===== config.mk =====
export PLATFORM = sky130hd
export DESIGN_NAME = midi_byte_parser
export DESIGN_NICKNAME = d
export VERILOG_FILES = /design/src/rtl/midi_pkg.sv /design/src/rtl/midi_rx_timeout.sv /design/src/rtl/midi_byte_parser.sv
export SDC_FILE = /design/constraint.sdc
export NUM_CORES = 1
export LEC_CHECK = 0
export CORE_MARGIN = 1.5
export CORE_UTILIZATION = 40
export DETAILED_ROUTE_END_ITERATION = 8
export PLACE_DENSITY = 0.68
export SYNTH_ARGS = -nofsm -noshare
export SYNTH_HDL_FRONTEND = slang
export SYNTH_HIERARCHICAL = 1
export SYNTH_SLANG_ARGS = --single-unit

===== constraint.sdc =====
create_clock -name reg_clk -period 5.7 [get_ports reg_clk]
set_input_delay 1.14 -clock reg_clk [delete_from_list [all_inputs] [get_ports reg_clk]]
set_output_delay 1.14 -clock reg_clk [all_outputs]
set_load 0.05 [all_outputs]

===== src/rtl/midi_pkg.sv =====
// midi_pkg: shared types and helpers for the MIDI byte parser.
//   midi_state_e  : parser FSM states (ST_SYSEX exists only with MIDI_SYSEX_EN)
//   STAT_MIN      : lowest status byte (0x80)
//   SYSEX_START   : system exclusive start (0xF0)
//   SYSEX_END     : system exclusive end (0xF7)
//   RT_MIN        : lowest realtime byte (0xF8)
//   midi_data_len : data bytes following a channel status byte (0..2)
// Optional feature macro: MIDI_SYSEX_EN
package midi_pkg;

  typedef enum logic [1:0] {
    ST_IDLE  = 2'd0,
    ST_RUN   = 2'd1
`ifdef MIDI_SYSEX_EN
    ,ST_SYSEX = 2'd2
`endif
  } midi_state_e;

  localparam logic [7:0] STAT_MIN    = 8'h80;
  localparam logic [7:0] SYSEX_START = 8'hF0;
  localparam logic [7:0] SYSEX_END   = 8'hF7;
  localparam logic [7:0] RT_MIN      = 8'hF8;

  function automatic logic [1:0] midi_data_len(input logic [7:0] status);
    case (status[7:4])
      4'hC, 4'hD:                   return 2'd1;
      4'h8, 4'h9, 4'hA, 4'hB, 4'hE: return 2'd2;
      default:                      return 2'd0;
    endcase
  endfunction

endpackage


===== src/rtl/midi_rx_timeout.sv =====
// midi_rx_timeout: idle counter for the MIDI parser.
//   reg_clk     : clock
//   reset_reg_N : async active-low reset
//   rx_valid    : received-byte strobe, clears the counter
//   expire      : one-cycle pulse on the edge the counter reaches IDLE_TIMEOUT
// The counter saturates, so expire fires once per idle gap. A byte arriving
// in the firing cycle suppresses the pulse. IDLE_TIMEOUT must be >= 1.
module midi_rx_timeout #(
  parameter int IDLE_TIMEOUT = 50000
) (
  input  logic reg_clk,
  input  logic reset_reg_N,
  input  logic rx_valid,
  output logic expire
);

  localparam int CW = (IDLE_TIMEOUT < 2) ? 1 : $clog2(IDLE_TIMEOUT + 1);
  localparam logic [CW-1:0] LIMIT = CW'(IDLE_TIMEOUT);
  localparam logic [CW-1:0] LAST  = CW'(IDLE_TIMEOUT - 1);

  logic [CW-1:0] cnt;

  // Expire on the transition into the saturated value only.
  assign expire = !rx_valid && (cnt == LAST);

  always_ff @(posedge reg_clk or negedge reset_reg_N) begin
    if (!reset_reg_N)      cnt <= '0;
    else if (rx_valid)     cnt <= '0;
    else if (cnt != LIMIT) cnt <= cnt + 1'b1;
  end

endmodule


===== src/rtl/midi_byte_parser.sv =====
// midi_byte_parser: MIDI byte stream parser with running status.
//   reg_clk, reset_reg_N : clock, async active-low reset
//   rx_valid/rx_byte/rx_err : received byte strobe, data, framing error
//   byteready    : one-cycle pulse, cur_status/midibyte_nr/midi_in_data valid
//   cur_status   : current running status (0x00 when none)
//   midibyte_nr  : byte index in message, status byte = 0
//   midi_in_data : forwarded byte
//   rt_valid/rt_byte : realtime byte pulse and value
// All outputs registered, one cycle after rx_valid.
// Optional feature macro: MIDI_SYSEX_EN (system exclusive forwarding).
module midi_byte_parser
  import midi_pkg::*;
#(
  parameter int IDLE_TIMEOUT = 50000
) (
  input  logic       reg_clk,
  input  logic       reset_reg_N,
  input  logic       rx_valid,
  input  logic [7:0] rx_byte,
  input  logic       rx_err,
  output logic       byteready,
  output logic [7:0] cur_status,
  output logic [7:0] midibyte_nr,
  output logic [7:0] midi_in_data,
  output logic       rt_valid,
  output logic [7:0] rt_byte
);

  midi_state_e state, state_n;
  logic [7:0]  cur_n, nr_n, data_n, rtb_n;
  logic        br_n, rt_n, expire;
  logic [1:0]  len;

  midi_rx_timeout #(.IDLE_TIMEOUT(IDLE_TIMEOUT)) u_timeout (
    .reg_clk     (reg_clk),
    .reset_reg_N (reset_reg_N),
    .rx_valid    (rx_valid),
    .expire      (expire)
  );

  assign len = midi_data_len(cur_status);

  always_comb begin
    state_n = state;
    cur_n   = cur_status;
    nr_n    = midibyte_nr;
    data_n  = midi_in_data;
    rtb_n   = rt_byte;
    br_n    = 1'b0;
    rt_n    = 1'b0;
    // IDLE never holds a status; this also clears the 0xF0 left visible
    // for the closing 0xF7 pulse of a sysex message.
    if (state == ST_IDLE) cur_n = 8'h00;
    if (rx_valid) begin
      if (rx_err) begin
        state_n = ST_IDLE;
        cur_n   = 8'h00;
        nr_n    = 8'h00;
      end else if (rx_byte >= RT_MIN) begin
        rt_n  = 1'b1;
        rtb_n = rx_byte;
      end else if (rx_byte < STAT_MIN) begin
        case (state)
          ST_RUN: begin
            // Past the last data byte, running status restarts at 1.
            nr_n   = (midibyte_nr >= {6'd0, len}) ? 8'd1 : midibyte_nr + 8'd1;
            data_n = rx_byte;
            br_n   = 1'b1;
          end
`ifdef MIDI_SYSEX_EN
          ST_SYSEX: begin
            nr_n   = (midibyte_nr == 8'hFF) ? 8'hFF : midibyte_nr + 8'd1;
            data_n = rx_byte;
            br_n   = 1'b1;
          end
`endif
          default: ;
        endcase
      end else if (rx_byte < SYSEX_START) begin
        state_n = ST_RUN;
        cur_n   = rx_byte;
        nr_n    = 8'h00;
        data_n  = rx_byte;
        br_n    = 1'b1;
      end
`ifdef MIDI_SYSEX_EN
      else if (rx_byte == SYSEX_START) begin
        state_n = ST_SYSEX;
        cur_n   = rx_byte;
        nr_n    = 8'h00;
        data_n  = rx_byte;
        br_n    = 1'b1;
      end else if (rx_byte == SYSEX_END && state == ST_SYSEX) begin
        // Forwarded with status still 0xF0; IDLE clears it next cycle.
        state_n = ST_IDLE;
        nr_n    = (midibyte_nr == 8'hFF) ? 8'hFF : midibyte_nr + 8'd1;
        data_n  = rx_byte;
        br_n    = 1'b1;
      end
`endif
      else begin
        state_n = ST_IDLE;
        cur_n   = 8'h00;
      end
    end else if (expire) begin
      case (state)
        ST_RUN: nr_n = 8'h00;
`ifdef MIDI_SYSEX_EN
        ST_SYSEX: begin
          state_n = ST_IDLE;
          cur_n   = 8'h00;
        end
`endif
        default: ;
      endcase
    end
  end

  always_ff @(posedge reg_clk or negedge reset_reg_N) begin
    if (!reset_reg_N) begin
      state        <= ST_IDLE;
      cur_status   <= 8'h00;
      midibyte_nr  <= 8'h00;
      midi_in_data <= 8'h00;
      rt_byte      <= 8'h00;
      byteready    <= 1'b0;
      rt_valid     <= 1'b0;
    end else begin
      state        <= state_n;
      cur_status   <= cur_n;
      midibyte_nr  <= nr_n;
      midi_in_data <= data_n;
      rt_byte      <= rtb_n;
      byteready    <= br_n;
      rt_valid     <= rt_n;
    end
  end

endmodule


==> flow_summary.rst, run 1 <==
.. list-table::
   :header-rows: 1

   * - Metric
     - Value
   * - Outcome
     - finished, final reports clean
   * - Share of flip-flops with an asynchronous set or reset after synthesis
     - 100%
   * - Mapped Avg Cell Area
     - 11.4 µm²
   * - Vias per std cell
     - 5.34
   * - Synth top cells by count
     - dfrtp_1 (51), nor2_1 (18), nand2_1 (12)
   * - Startpoint type of the worst setup path
     - input pin
   * - Leading area contributor after synthesis
     - dfrtp_1
   * - # Post-CTS Setup Buffers
     - 0
   * - Last weighted congestion value of the routability-driven placer
     - 0.757
   * - Gate count after technology mapping
     - 216
   * - Proportion of layout cells with a drive suffix above 1
     - 12.3%
   * - Share of Yosys cell area claimed by the top area cell type
     - 52.0%
   * - Synthesis Warnings
     - 6
   * - Number of global-route vias before repair
     - 1768
   * - Net count after synthesis
     - 233
   * - Total vias in the final route
     - 1794
   * - Dominant cells by area after synthesis
     - dfrtp_1 (52%), mux2_4 (4.3%), nor2_1 (2.8%)
   * - Placement Setup Slack
     - 1.91 ns
   * - Hold bufs inserted after CTS
     - 0
   * - Max Transition Viols Final
     - 0
   * - Fmax achieved
     - 293 MHz
   * - Insertion delay to the later sink of the worst-skew pair
     - 0.30 ns
   * - CP Data Required Time
     - 5.89 ns
   * - Antenna-violating nets left
     - 0
   * - Site Rows
     - 28
   * - Largest clock skew in the final design
     - 0.00797 ns
   * - H-tree Lvls
     - 2
   * - Die span in x
     - 81.3 µm
   * - Prevailing post-synth register cell
     - dfrtp_1
   * - Sum of net half-perimeters after detailed placement
     - 3.37 mm
   * - Starting Density
     - 41.4%
   * - Die Footprint
     - 0.00661 mm²
   * - Max VDD drop
     - 0.171 mV
   * - Post-detailed-route wirelength per cell
     - 14.3 µm
   * - Fill cell total of the finished layout
     - 532
   * - Total area of sequential cells
     - 0.00128 mm²
   * - Maximum number of pins on one net before global-route repair
     - 52
   * - Post-synth cell types
     - 51
   * - Area of the mapped netlist
     - 0.00245 mm²
   * - Final-layout setup total negative slack
     - 0 ns
   * - Max-capacitance violation count
     - 0
   * - Category of the worst setup path capture point
     - flop
   * - Number of enable-type register cells in the synthesized netlist
     - 0
   * - Final antenna diode count
     - 0
   * - Worst reg2reg setup slack
     - 3.04 ns
   * - Area of combinational cells with multiple inputs
     - 0.00110 mm²
   * - Final cycle utilization of the critical path
     - 59.9%
   * - Worst slew margin
     - 31.4%
   * - Pleak
     - 1.28 nW
   * - Setup repair after global routing missed its margin
     - false
   * - Clock Pin Slew Worst Setup and Hold Paths
     - 0.09 ns
   * - Maximum buffer depth of the clock tree
     - 2
   * - Post-synthesis sequential area ratio
     - 52.0%
   * - WS Path Type
     - in -> reg
   * - Total length of routed wires
     - 4.81 mm
   * - Detailed router's first-iteration violation count
     - 49
   * - Final count of hold timing violations
     - 0
   * - CTS tree
     - done
   * - # clock sinks
     - 51
   * - Final nets
     - 278
   * - Relative area change from synthesis to final layout
     - 24.0%
   * - Gates resized, CTS repair
     - 0
   * - Number of flip-flops and latches in the synthesized netlist
     - 51
   * - I/O Buffers
     - 45
   * - Cell with the most instances after synthesis
     - dfrtp_1
   * - DR DRC count
     - 0
   * - Cell at the root of the clock tree
     - clkbuf_8
   * - Number of buffers added by the clock tree synthesis step
     - 5
   * - Global route overflow
     - 0
   * - Top-level I/O count
     - 46
   * - Crit path setup slack, layout
     - 2.29 ns
   * - Critical Path AT
     - 3.61 ns
   * - Height of the die
     - 81.3 µm
   * - Final Setup Violations
     - 0
   * - Wire length of the first global-routing pass
     - 8.40 mm
   * - Total iterations of the first detailed-routing run
     - 4
   * - Overall global routing resource usage
     - 16.5%
   * - Power density relative to cell area
     - 269 mW/mm²
   * - Core Box Area
     - 0.00592 mm²
   * - Hold Crit Class
     - reg -> reg
   * - Initial antenna violation count
     - 0
   * - CP max FO
     - 31
   * - Actual slew at the worst max-slew pin
     - 1.03 ns
   * - Minimum period implied by the final worst setup slack
     - 3.41 ns
==> state kept, by name (all words and copies together) (netlist names) <==
name,count
byteready,1
cur_status,8
midi_in_data,8
midibyte_nr,8
rt_byte,8
rt_valid,1
state,1
u_timeout/cnt,16
==> stage by stage <==
| stage | power (mW) | util [%] | std cells | instance area (µm²) | hold WS [ns] |
|---|---|---|---|---|---|
| floorplan | 0.550 | - | 216 | 2450 | 0.537 |
| global placement | 0.628 | 50.0 | 329 | 2960 | 0.450 |
| detailed placement | 0.630 | 50.0 | 329 | 2960 | 0.453 |
| CTS | 0.831 | 51.4 | 336 | 3040 | 0.477 |
| global route | 0.858 | 51.4 | 336 | 3040 | 0.509 |
| finish | 0.819 | 51.4 | 336 | 3040 | 0.469 |
==> placed cells by master (no fill, tap or decap), types with 2 or more instances in the layout <==
cell,count
nand2b_1,9
o21ai_1,2
clkbuf_8,5
nor2b_1,7
o22ai_1,2
a32o_1,2
a41oi_1,2
a21oi_1,8
or3_1,3
clkdlybuf4s50_1,44
inv_1,9
nor4_2,2
o21ai_0,3
mux2_2,5
or4_1,4
o31ai_1,5
nand3_1,6
and3_1,3
ha_1,5
a22o_1,5
nor2_1,18
nand4_1,4
mux2_1,4
nor4_1,6
nand2_1,12
a31oi_1,2
mux2_4,7
dfrtp_1,51
==> report_power, final <==
part / total [mW] / switching [mW] / internal, mW
Clock: 0.199 / 0.115 / 0.0842
Combinational: 0.213 / 0.134 / 0.0789
Sequential: 0.408 / 0.0188 / 0.389
Total: 0.819 / 0.268 / 0.552
==> worst max-delay path, cell delays in order <==
cell	delay [ns]
clkdlybuf4s50_1	1.14
nand2b_1	0.28
nor2b_1	0.25
o21a_1	0.44
mux2_4	0.34
==> logic make-up (layout without fill, tap and decap cells) <==
| group | after synthesis | in the layout | synth area share, % |
|---|---|---|---|
| compound gates | 38 | 38 | 11.7 |
| mux | 17 | 17 | 8.82 |
| buf+inv | 17 | 62 | 3.01 |
| xor+xnor | 2 | 2 | 0.714 |
| fa+ha+maj | 5 | 5 | 2.55 |
| flops | 51 | 51 | 52.0 |
| simple gates | 86 | 86 | 21.2 |
==> per-layer routing <==
layer | track usage (%) | routed length [µm] | up-vias
met4 | 6.38 | 70 | 0
met1 | 22.7 | 2280 | 876
met2 | 25.5 | 2280 | 36
met3 | 3.48 | 171 | 4
met5 | 0 | 0 | -
li1 | - | - | 878
==> final cells by class <==
cell class / count / share of cell area (%)
Inverter: 9 / 1.11
Clock inverter: 2 / 0.452
Timing Repair Buffer: 46 / 14.9
Clock buffer: 5 / 2.26
Tap cell: 75 / 3.08
Multi-Input combinational cell: 148 / 36.3
Sequential cell: 51 / 41.9
==> final timing paths <==
| kind | from | endpoint | cells past startpoint |
|---|---|---|---|
| worst min register to register | rt_byte[3]$_DFFE_PN0P_ | rt_byte[3]$_DFFE_PN0P_ | 1 |
| worst max register to register | u_timeout/cnt[5]$_DFFE_PN0P_ | midibyte_nr[3]$_DFFE_PN0P_ | 7 |
| max in group asynchronous | reset_reg_N | cur_status[6]$_DFF_PN0_ | 2 |
| worst min-delay path | rt_byte[3]$_DFFE_PN0P_ | rt_byte[3]$_DFFE_PN0P_ | 1 |
| min in group asynchronous | reset_reg_N | u_timeout/cnt[14]$_DFFE_PN0P_ | 2 |
| worst max-delay path | rx_valid | midi_in_data[5]$_DFFE_PN0P_ | 5 |
No activity file was read; power rests on OpenSTA's default activity.
==> inputs of run 2 (changes only) <==
--- a/config.mk
+++ b/config.mk
@@ -8,7 +8,7 @@
 export CORE_MARGIN = 1.5
 export CORE_UTILIZATION = 40
 export DETAILED_ROUTE_END_ITERATION = 8
-export PLACE_DENSITY = 0.68
+export PLACE_DENSITY = 0.7
 export SYNTH_ARGS = -nofsm -noshare
 export SYNTH_HDL_FRONTEND = slang
 export SYNTH_HIERARCHICAL = 1
==> constraint.sdc (replaced) <==
create_clock -name reg_clk -period 2.9 [get_ports reg_clk]
set_input_delay 0.58 -clock reg_clk [delete_from_list [all_inputs] [get_ports reg_clk]]
set_output_delay 0.58 -clock reg_clk [all_outputs]
set_load 0.05 [all_outputs]
==> run 2 against run 1 <==
- clock power increased by 120%
- sequential share of layout area decreased by 0.48 points
- clock skew increased by 0.0036 ns
- setup slack got worse by 1.8 ns
- critical path depth increased by 3
- power increased by 100%
- critical path type is now reg -> reg
- flip-flop and latch count unchanged
==> flow_summary.rst, run 2 (same netlist as run 1, synthesis figures left out) <==
.. list-table::
   :header-rows: 1

   * - Metric
     - Value
   * - CP max FO
     - 9 (-71%)
   * - Top library cells by usage in the layout, fill and taps aside
     - dfrtp_1 (51), clkdlybuf4s50_1 (44), nor2_1 (18)
   * - I/O Buffers
     - 45 (unchanged)
   * - Startpoint type of the worst setup path
     - flop
   * - Hold Crit Class
     - in -> async
   * - Cell-by-cell trace of the critical path
     - or4b_4, or3_1, nor4_2, nand2_1, a2bb2oi_2, buf_4, nor2_1, a31o_1
   * - CP Data Required Time
     - 3.11 ns (-2.78 ns)
   * - # clock sinks
     - 51 (unchanged)
   * - Final core utilization
     - 52.0% (+0.59 points)
   * - Proportion of layout cells with a drive suffix above 1
     - 13.2% (+0.95 points)
   * - Worst slew margin
     - 57.6% (+26 points)
   * - Starting Density
     - 41.4% (unchanged)
   * - Switching power share of the total
     - 32.5% (-0.19 points)
   * - Detailed router's first-iteration violation count
     - 109 (+120%)
   * - Cell area reported after detailed placement
     - 0.00298 mm² (+0.76%)
   * - Maximum cell stage delay along the critical path
     - 0.57 ns (-0.57 ns)
   * - Number of buffers added by the clock tree synthesis step
     - 5 (unchanged)
   * - Outcome
     - finished, final reports clean
   * - Power density relative to cell area
     - 538 mW/mm² (+100%)
   * - Largest clock skew in the final design
     - 0.0116 ns (+0.00363 ns)
   * - Final count of hold timing violations
     - 0 (unchanged)
   * - Int Power
     - 1.12 mW (+100%)
   * - Max Transition Viols Final
     - 0 (unchanged)
   * - Largest reg by FF count
     - u_timeout/cnt
   * - Total vias in the final route
     - 1834 (+2.2%)
   * - Initial antenna violation count
     - 0 (unchanged)
   * - Maximum buffer depth of the clock tree
     - 2 (unchanged)
   * - Number of global-route vias before repair
     - 1677 (-5.1%)
   * - H-tree Lvls
     - 2 (unchanged)
   * - RR Endpoint
     - midibyte_nr[0]$_DFFE_PN0P_
   * - Insertion delay to the later sink of the worst-skew pair
     - 0.31 ns (about the same)
   * - Final nets
     - 281 (+1.1%)
   * - Max-capacitance violation count
     - 0 (unchanged)
   * - DR DRC count
     - 0 (unchanged)
   * - Portion of total power attributed to combinational logic
     - 25.7% (-0.3 points)
   * - Last weighted congestion value of the routability-driven placer
     - 0.776 (+2.5%)
   * - Post-detailed-route wirelength per cell
     - 14.4 µm (+0.57%)
   * - Flop pwr share
     - 48.3% (-1.4 points)
   * - Post-layout instance area
     - 0.00308 mm² (+1.2%)
   * - Site Rows
     - 28 (unchanged)
   * - Most common cell after layout, fill and taps aside
     - dfrtp_1
   * - Die span in x
     - 81.3 µm (unchanged)
   * - Cell at the root of the clock tree
     - clkbuf_8
   * - Final-layout setup total negative slack
     - 0 ns (unchanged)
   * - Clock Pin Slew Worst Setup and Hold Paths
     - 0.10 ns (about the same)
   * - Vias per std cell
     - 5.39 (+1.0%)
   * - Total iterations of the first detailed-routing run
     - 4 (unchanged)
   * - Setup repair after global routing missed its margin
     - false
   * - Core Box Area
     - 0.00592 mm² (unchanged)
   * - Hold bufs inserted after CTS
     - 0 (unchanged)
   * - Overall global routing resource usage
     - 15.8% (-0.75 points)
   * - Relative area change from synthesis to final layout
     - 25.4%
   * - Final cycle utilization of the critical path
     - 82.3%
   * - Sum of net half-perimeters after detailed placement
     - 3.47 mm (+2.7%)
   * - Worst reg2reg setup slack
     - 0.51 ns (-2.53 ns)
   * - Top-level I/O count
     - 46 (unchanged)
   * - Final Setup Violations
     - 0 (unchanged)
   * - Global route overflow
     - 0 (unchanged)
   * - Crit path setup slack, layout
     - 0.513 ns (-1.77 ns)
   * - Number of flip-flops in the largest register
     - 16 (unchanged)
   * - Startpoint of the lowest-slack register-to-register path
     - u_timeout/cnt[5]$_DFFE_PN0P_
   * - Die Footprint
     - 0.00661 mm² (unchanged)
   * - Minimum period implied by the final worst setup slack
     - 2.39 ns
   * - Overall power after layout
     - 1.66 mW (+100%)
   * - Count of cells along the worst register-to-register path
     - 8 (+1)
   * - Gates resized, CTS repair
     - 0 (unchanged)
   * - Category of the worst setup path capture point
     - flop
   * - Antenna-violating nets left
     - 0 (unchanged)
   * - Fill cell total of the finished layout
     - 518 (-2.6%)
   * - Placement Setup Slack
     - 0.389 ns (-1.52 ns)
   * - Height of the die
     - 81.3 µm (unchanged)
   * - Clock network fraction of design power
     - 26.1% (+1.8 points)
   * - Wire length of the first global-routing pass
     - 7.98 mm (-4.9%)
   * - Maximum number of pins on one net before global-route repair
     - 52 (unchanged)
   * - Total length of routed wires
     - 4.89 mm (+1.8%)
   * - Pleak
     - 1.30 nW (+1.5%)
   * - Switching power total
     - 0.537 mW (+100%)
   * - Critical Path AT
     - 2.59 ns (-1.02 ns)
   * - Fmax achieved
     - 419 MHz
   * - WS Path Type
     - reg -> reg
   * - Actual slew at the worst max-slew pin
     - 0.636 ns (-0.390 ns)
   * - CTS tree
     - done
   * - Cell with the largest stage delay on the worst path
     - or4b_4
   * - Final antenna diode count
     - 0 (unchanged)
   * - Max VDD drop
     - 0.388 mV (+130%)
   * - # Post-CTS Setup Buffers
     - 0 (unchanged)
run 2: changes by cell type in the layout (fill, tap and decap cells not counted):
cell      previous run  this run
buf_4                1         4
clkinv_2             1         0
clkbuf_8             5         6
clkbuf_1             0         1
run 2: worst max-delay path by stage:
stage                                             from                          end  slack, ns  cells past startpoint
after floorplan           u_timeout/cnt[5]$_DFFE_PN0P_   midibyte_nr[2]$_DFFE_PN0P_       0.51                      7
after global placement                      rx_byte[7]  midi_in_data[2]$_DFFE_PN0P_       0.45                      5
after detailed placement                    rx_byte[7]  midi_in_data[0]$_DFFE_PN0P_       0.39                      5
after CTS                 u_timeout/cnt[5]$_DFFE_PN0P_   midibyte_nr[0]$_DFFE_PN0P_       0.50                      8
after global routing      u_timeout/cnt[5]$_DFFE_PN0P_   midibyte_nr[6]$_DFFE_PN0P_       0.37                      7
final                     u_timeout/cnt[5]$_DFFE_PN0P_   midibyte_nr[0]$_DFFE_PN0P_       0.51                      8
run 2: final cells by class:
type | count | area, µm² | share of cell area (%)
Sequential cell | 51 | 1280 | 41.5
Multi-Input combinational cell | 148 | 1100 | 35.9
Inverter | 9 | 33.8 | 1.10
Timing Repair Buffer | 49 | 475 | 15.4
Clock inverter | 1 | 8.76 | 0.285
Clock buffer | 7 | 86.3 | 2.80
Tap cell | 75 | 93.8 | 3.05
run 2: per-layer routing:
layer / GRT usage, % / share of wire, % / vias up
li1: - / - / 881
met1: 20.4 / 45 / 914
met2: 25.8 / 49 / 33
met3: 3.48 / 3.8 / 6
met4: 5.69 / 1.6 / 0
met5: 0 / 0 / -
run 2: worst max-delay path: cells and delay by family, from the launching register on:
family                 cells  cell delay [ns]
and+or+nand+nor            5             1.35
AOI/OAI and AO/OA          2             0.33
buffers and inverters      1             0.17
DFF                        1             0.44
run 2: power by group through the flow:
stage                     Combinational, mW  Clock [mW]  Sequential (mW)
after floorplan                      0.0975           0            0.983
after global placement                0.424           0            0.814
after detailed placement              0.429           0            0.813
after CTS                             0.429       0.443            0.800
after global routing                  0.446       0.478            0.807
final                                 0.425       0.431            0.799
run 2: metrics by stage:
stage	instances	hold WS [ns]
after floorplan	216	0.284
final	340	0.359
after global placement	332	0.449
after detailed placement	332	0.451
after CTS	340	0.393
after global routing	340	0.414
